<file path="src/rtl/dmux_dispatch_ctrl_pkg.sv">
// rtl/dmux_dispatch_ctrl_pkg.sv - shared state encoding and lane-slice helper for the dispatch controller
//
// Purpose : types and helpers shared by dmux_dispatch_ctrl and dmux_n_way.
// Contents: state_e  - controller state (ST_IDLE / ST_HOLD)
//           lane_lsb - bit offset of lane k inside a flattened N*WIDTH bus

package dmux_dispatch_ctrl_pkg;

  typedef enum logic {
    ST_IDLE = 1'b0,
    ST_HOLD = 1'b1
  } state_e;

  // Lane k of a flattened bus occupies [lane_lsb(k, w) +: w].
  function automatic int lane_lsb(input int lane, input int width);
    return lane * width;
  endfunction

endpackage

</file>
<file path="src/rtl/dmux_n_way.sv">
// rtl/dmux_n_way.sv - combinational N-way demultiplexer, unselected lanes driven to zero
//
// Purpose : routes in_word onto lane sel of a flattened output bus; every
//           other lane is forced to zero.
// Ports   : in_word [WIDTH-1:0]          - word to steer
//           sel     [SEL_W-1:0]          - destination lane
//           lanes   [N*WIDTH-1:0]        - lane k at [k*WIDTH +: WIDTH], N = 2**SEL_W

module dmux_n_way
  import dmux_dispatch_ctrl_pkg::*;
#(
  parameter int WIDTH = 16,
  parameter int SEL_W = 2
) (
  input  logic [WIDTH-1:0]              in_word,
  input  logic [SEL_W-1:0]              sel,
  output logic [(2**SEL_W)*WIDTH-1:0]   lanes
);

  localparam int N = 2 ** SEL_W;

  always_comb begin
    lanes = '0;
    for (int k = 0; k < N; k++) begin
      if (sel == SEL_W'(k)) begin
        lanes[lane_lsb(k, WIDTH) +: WIDTH] = in_word;
      end
    end
  end

endmodule

</file>
<file path="src/rtl/dmux_dispatch_ctrl.sv">
// rtl/dmux_dispatch_ctrl.sv - single-word dispatch controller steering one stream onto N dmux lanes
//
// Purpose : accepts one word at a time from a valid/ready producer, holds it,
//           and presents it on one of N consumer lanes. Round-robin mode
//           walks the lanes and moves a stalled word to the next lane after
//           STALL_MAX blocked cycles; fixed mode sends to dest_sel.
// Ports   : clk, reset (async, active-high)
//           in_valid / in_ready / in_data     - producer side
//           mode (0 = round-robin, 1 = fixed), dest_sel, flush
//           out_valid[N] / out_ready[N] / out_data[N*WIDTH] - consumer lanes
//           sel_out (dmux select), busy (word held), retarget (1-cycle pulse)

module dmux_dispatch_ctrl
  import dmux_dispatch_ctrl_pkg::*;
#(
  parameter int WIDTH     = 16,
  parameter int SEL_W     = 2,
  parameter int STALL_MAX = 15
) (
  input  logic                          clk,
  input  logic                          reset,
  input  logic                          in_valid,
  output logic                          in_ready,
  input  logic [WIDTH-1:0]              in_data,
  input  logic                          mode,
  input  logic [SEL_W-1:0]              dest_sel,
  input  logic                          flush,
  output logic [(2**SEL_W)-1:0]         out_valid,
  input  logic [(2**SEL_W)-1:0]         out_ready,
  output logic [(2**SEL_W)*WIDTH-1:0]   out_data,
  output logic [SEL_W-1:0]              sel_out,
  output logic                          busy,
  output logic                          retarget
);

  localparam int CNT_W = $clog2(STALL_MAX + 1);

  state_e             state_q,     state_d;
  logic [SEL_W-1:0]   rr_ptr_q,    rr_ptr_d;
  logic [SEL_W-1:0]   sel_q,       sel_d;
  logic [CNT_W-1:0]   stall_cnt_q, stall_cnt_d;
  logic [WIDTH-1:0]   data_q,      data_d;
  logic               mode_q,      mode_d;
  logic               retarget_q,  retarget_d;

  logic               hold;
  logic               lane_ready;
  logic               acc;
  logic               xfer;
  logic [SEL_W-1:0]   rr_after;

  assign hold       = (state_q == ST_HOLD);
  assign lane_ready = out_ready[sel_q];

  // Only the selected lane's ready matters; in HOLD the slot frees up in the
  // same cycle the consumer takes the word, giving one word per cycle.
  assign in_ready = !reset && !flush && (!hold || lane_ready);
  assign acc      = in_valid && in_ready;
  assign xfer     = hold && lane_ready;

  always_comb begin
    state_d     = state_q;
    rr_ptr_d    = rr_ptr_q;
    sel_d       = sel_q;
    stall_cnt_d = stall_cnt_q;
    data_d      = data_q;
    mode_d      = mode_q;
    retarget_d  = 1'b0;
    // The round-robin pointer only advances past words sent in round-robin mode.
    rr_after    = mode_q ? rr_ptr_q : sel_q + SEL_W'(1);

    if (flush) begin
      state_d     = ST_IDLE;
      data_d      = '0;
      stall_cnt_d = '0;
    end else if (hold) begin
      if (xfer) begin
        stall_cnt_d = '0;
        rr_ptr_d    = rr_after;
        if (acc) begin
          data_d = in_data;
          mode_d = mode;
          sel_d  = mode ? dest_sel : rr_after;
        end else begin
          state_d = ST_IDLE;
          data_d  = '0;
        end
      end else if (!mode_q && (stall_cnt_q == CNT_W'(STALL_MAX - 1))) begin
        // This stalled cycle is the STALL_MAX-th: move the word to the next lane.
        sel_d       = sel_q + SEL_W'(1);
        stall_cnt_d = '0;
        retarget_d  = 1'b1;
      end else if (stall_cnt_q != CNT_W'(STALL_MAX)) begin
        stall_cnt_d = stall_cnt_q + CNT_W'(1);
      end
    end else if (acc) begin
      state_d     = ST_HOLD;
      data_d      = in_data;
      mode_d      = mode;
      sel_d       = mode ? dest_sel : rr_ptr_q;
      stall_cnt_d = '0;
    end
  end

  always_ff @(posedge clk or posedge reset) begin
    if (reset) begin
      state_q     <= ST_IDLE;
      rr_ptr_q    <= '0;
      sel_q       <= '0;
      stall_cnt_q <= '0;
      data_q      <= '0;
      mode_q      <= 1'b0;
      retarget_q  <= 1'b0;
    end else begin
      state_q     <= state_d;
      rr_ptr_q    <= rr_ptr_d;
      sel_q       <= sel_d;
      stall_cnt_q <= stall_cnt_d;
      data_q      <= data_d;
      mode_q      <= mode_d;
      retarget_q  <= retarget_d;
    end
  end

  assign sel_out  = sel_q;
  assign busy     = hold;
  assign retarget = retarget_q;

  dmux_n_way #(
    .WIDTH (1),
    .SEL_W (SEL_W)
  ) u_valid_dmux (
    .in_word (hold),
    .sel     (sel_q),
    .lanes   (out_valid)
  );

  // data_q is cleared whenever the controller leaves HOLD, so the selected
  // lane also reads zero while idle.
  dmux_n_way #(
    .WIDTH (WIDTH),
    .SEL_W (SEL_W)
  ) u_data_dmux (
    .in_word (data_q),
    .sel     (sel_q),
    .lanes   (out_data)
  );

endmodule

</file>
<file path="config.mk">
export PLATFORM = sky130hd
export DESIGN_NAME = dmux_dispatch_ctrl
export DESIGN_NICKNAME = d
export VERILOG_FILES = /design/src/rtl/dmux_dispatch_ctrl_pkg.sv /design/src/rtl/dmux_n_way.sv /design/src/rtl/dmux_dispatch_ctrl.sv
export SDC_FILE = /design/constraint.sdc
export NUM_CORES = 1
export LEC_CHECK = 0
export CORE_ASPECT_RATIO = 2
export CORE_MARGIN = 2
export CORE_UTILIZATION = 37
export CTS_CLUSTER_DIAMETER = 100
export DETAILED_ROUTE_END_ITERATION = 8
export PLACE_DENSITY = 0.77
export SETUP_SLACK_MARGIN = 0.05
export SYNTH_ARGS = -nofsm -noshare
export SYNTH_HDL_FRONTEND = slang
export SYNTH_HIERARCHICAL = 1
export SYNTH_SLANG_ARGS = --single-unit
export TNS_END_PERCENT = 10
</file>
<file path="constraint.sdc">
create_clock -name clk -period 2.15 [get_ports clk]
set_input_delay 0.215 -clock clk [delete_from_list [all_inputs] [get_ports clk]]
set_output_delay 0.215 -clock clk [all_outputs]
set_load 0.005 [all_outputs]
</file>
==> results.tsv, run 1 <==
stage	metric	value	unit
global_routing	grt_max_degree	75	
cells_and_area	antennaDiodeCount	0	
yosys	async_flop_share	100	%
cells_and_area	mostFrequentLayoutCell	clkdlybuf4s50_1	
floorplan	initial_core_util	38.0	%
place	portBuffers	99	
worst_setup_path	cp.required	2370	ps
sta	worstMarginPinSlew	449	ps
cells_and_area	nets	319	
cells_and_area	drive_gt1_share	17.6	%
sta	rsz0062_at_grt	yes	
floorplan	die_w	56.5	um
floorplan	placeableCoreArea	5370	sq um
worst_setup_path	rr_startpoint	sel_out[0]	
worst_setup_path	cp_cell_sequence	mux4_2 > buf_4 > nor4_4 > nor2_2 > or4_1 > nand3_1	
yosys	ys_seq_area_share	33.1	%
yosys	synth-main-ff-cell	dfrtp_1	
routing	drtIter0Drc	32	
clock_tree	clk_latency	280	ps
floorplan	rows	38	
routing	routed_wl	5.37	mm
sta	fin_skew	1.39	ps
yosys	synth.cell_area	2040	sq um
pwr	seq_power_share	36.1	%
clock_tree	cts_hold_repair.buffers	0	
routing	ant_nets	0	
place	dp_hpwl	3.98	mm
sta	hold_viol	0	
worst_setup_path	r2r-end	sel_out[0]	
place	place.gp.congestion	0.896	
cells_and_area	fill_cells	467	
yosys	synth.avg_cell_area	10.5	sq um
floorplan	io_pins	100	
yosys	syn_nets	223	
pwr	clkPwrFrac	17.2	%
worst_setup_path	r2r_slack	120	ps
pwr	p_switching	0.628	mW
sta	report.final.slew_viol_count	0	
pwr	comb_power_share	46.7	%
sta	relSlewSlack	70.0	%
yosys	synthCells	194	
sta	fin_crit_sh	94.3	%
routing	firstDrtPassIters	4	
global_routing	grt_pass1_vias	1623	
clock_tree	cts.sinks	27	
cells_and_area	layout_common_cells	clkdlybuf4s50_1 (98), and3b_1 (30), dfrtp_1 (25)	
clock_tree	htreeDepth	1	
hold_path	hp-class	input pin to async pin	
worst_setup_path	reg2reg_depth	6	
floorplan	die_area	6170	sq um
clock_tree	clkSlewWorstSetupHoldPaths	90	ps
routing	via_count	1837	
routing	via_per_inst	5.26	
clock_tree	cts-buffers-inserted	3	
worst_setup_path	critPathArrivalTime	2240	ps
clock_tree	cts_root_buf	clkbuf_8	
pwr	power_density	551	nW/um^2
pwr	leakage	1.44	nW
floorplan	die_y	109	um
clock_tree	tritoncts	done	
yosys	netlist-cell-type-count	38	
job	cap_violations	0	
worst_setup_path	start_kind	flop	
status	outcome	complete, no violations	
sta	setup_viol_count_final	0	
worst_setup_path	path_class	flop to flop	
routing	wl_per_cell	15.4	um
cells_and_area	utilization	57.7	%
sta	min_period	2030	ps
clock_tree	clockBufferDepth	2	
pwr	switching_share	36.8	%
worst_setup_path	slowest_delay	560	ps
sta	fmax	493	MHz
yosys	synth-edff-count	0	
global_routing	grt_util_all_layers	17.2	%
worst_setup_path	worstPathMaxFanout	5	
sta	finalSetupTns	0	ps
yosys	synth_warnings	6	
pwr	irDropWorstVdd	542	uV
cells_and_area	areaGrowthSynthToFinish	51.6	%
global_routing	grt_pass1_wl	8.33	mm
global_routing	grt_overflow	0	
worst_setup_path	crit_slowest_cell	mux4_2	
routing	drc	0	
worst_setup_path	cp-end-kind	flop	
global_routing	antenna_found_initial	0	
yosys	ys_seq_elements	27	
pwr	p_int	1.08	mW
==> synth_stat cells (2+ instances only) <==
cell type	count	share of area [%]
and3b_1	30	13
and3b_2	4	2.0
buf_4	2	0.73
mux2_2	2	1.1
ha_1	2	1.2
a22o_1	16	6.9
buf_2	3	0.73
o21ai_0	5	1.2
buf_6	12	6.6
nor3b_2	17	10
nand3_1	4	0.98
mux2i_1	2	0.98
clkbuf_1	2	0.37
nand2b_1	4	1.2
inv_1	3	0.55
a21oi_1	7	1.7
nand2_1	8	1.5
dfrtp_1	27	33
and3_2	5	1.8
and3_1	12	3.7
nor2_1	10	1.8
==> worst max path at each step <==
stage | cells past startpoint | slack, ps | startpoint | to
5_1_grt | 6 | 20 | sel_out[0] | stall_cnt_q[0]
2_1_floorplan | 6 | 70 | sel_out[0] | sel_out[0]
6_report | 6 | 120 | sel_out[0] | sel_out[0]
3_5_place_dp | 6 | 10 | out_ready[3] | sel_out[0]
4_1_cts | 4 | 80 | sel_out[0] | in_ready
3_3_place_gp | 6 | 20 | out_ready[3] | sel_out[0]
==> repair_timing <==
action | in CTS | in global routing
resized for setup | 1 | 1
setup buffers | 2 | 0
endpoints found under the setup margin | 1 | 4
pin swaps | 0 | 1
==> cell families after synthesis <==
family,count (synthesis),share of synthesized area [%]
flops,27,33.1
buf+inv,22,9.00
xor+xnor,1,0.429
mux,5,3.18
compound gates,35,12.9
fa+ha+maj,2,1.22
simple gates,102,40.2
==> layer usage <==
metal	track usage [%]	share of wire, %	vias to the layer above
met1	19.7	39	865
met3	2.25	4.2	7
met2	31.6	55	59
li1	-	-	906
met4	6.46	1.9	0
met5	0	0	-
==> critical path, delay by kind of cell (launching register included) <==
| family | cells | cell delay (ps) |
|---|---|---|
| AND/OR/NAND/NOR | 4 | 820 |
| multiplexers | 1 | 560 |
| flip-flops | 1 | 380 |
| buffers and inverters | 1 | 200 |
==> area by class of cell <==
| cell class | count | area (sq um) | area share (%) |
|---|---|---|---|
| inverters | 3 | 11.3 | 0.363 |
| well taps | 60 | 75.1 | 2.42 |
| clock buffers | 3 | 41.3 | 1.33 |
| clock inverters | 1 | 5.00 | 0.162 |
| multi-input cells | 145 | 1190 | 38.3 |
| repair buffers | 110 | 1100 | 35.5 |
| flip-flops and latches | 27 | 678 | 21.9 |
==> through the flow <==
step,hold slack [ps],power [mW],cells,worst slack [ps],cell area [sq um]
after floorplan,276,1.21,194,73.8,2040
after global placement,509,1.39,343,22.9,3030
after detailed placement,511,1.41,343,13.8,3030
after CTS,415,1.73,349,78.5,3100
after global routing,461,1.83,349,21.9,3100
final,394,1.71,349,122,3100
==> sequential cells by signal, summed over array words and instances, names as in the netlist <==
name         cells
data_q          16
stall_cnt_q      4
rr_ptr_q         2
sel_out          2
busy             1
mode_q           1
retarget         1
==> power groups by stage <==
stage	combinational [mW]	sequential, mW	clock, mW
finish	0.798	0.616	0.294
global route	0.875	0.626	0.328
CTS	0.812	0.616	0.299
detailed placement	0.778	0.629	0
global placement	0.764	0.628	0
floorplan	0.585	0.629	0
Power figures use the tool's default switching activity.
==> run 2: changes to the inputs <==
CTS_CLUSTER_SIZE = 25   (was default)
==> results of run 2 <==
Same layout as run 1: the final DEF is identical, and so are final timing and power.
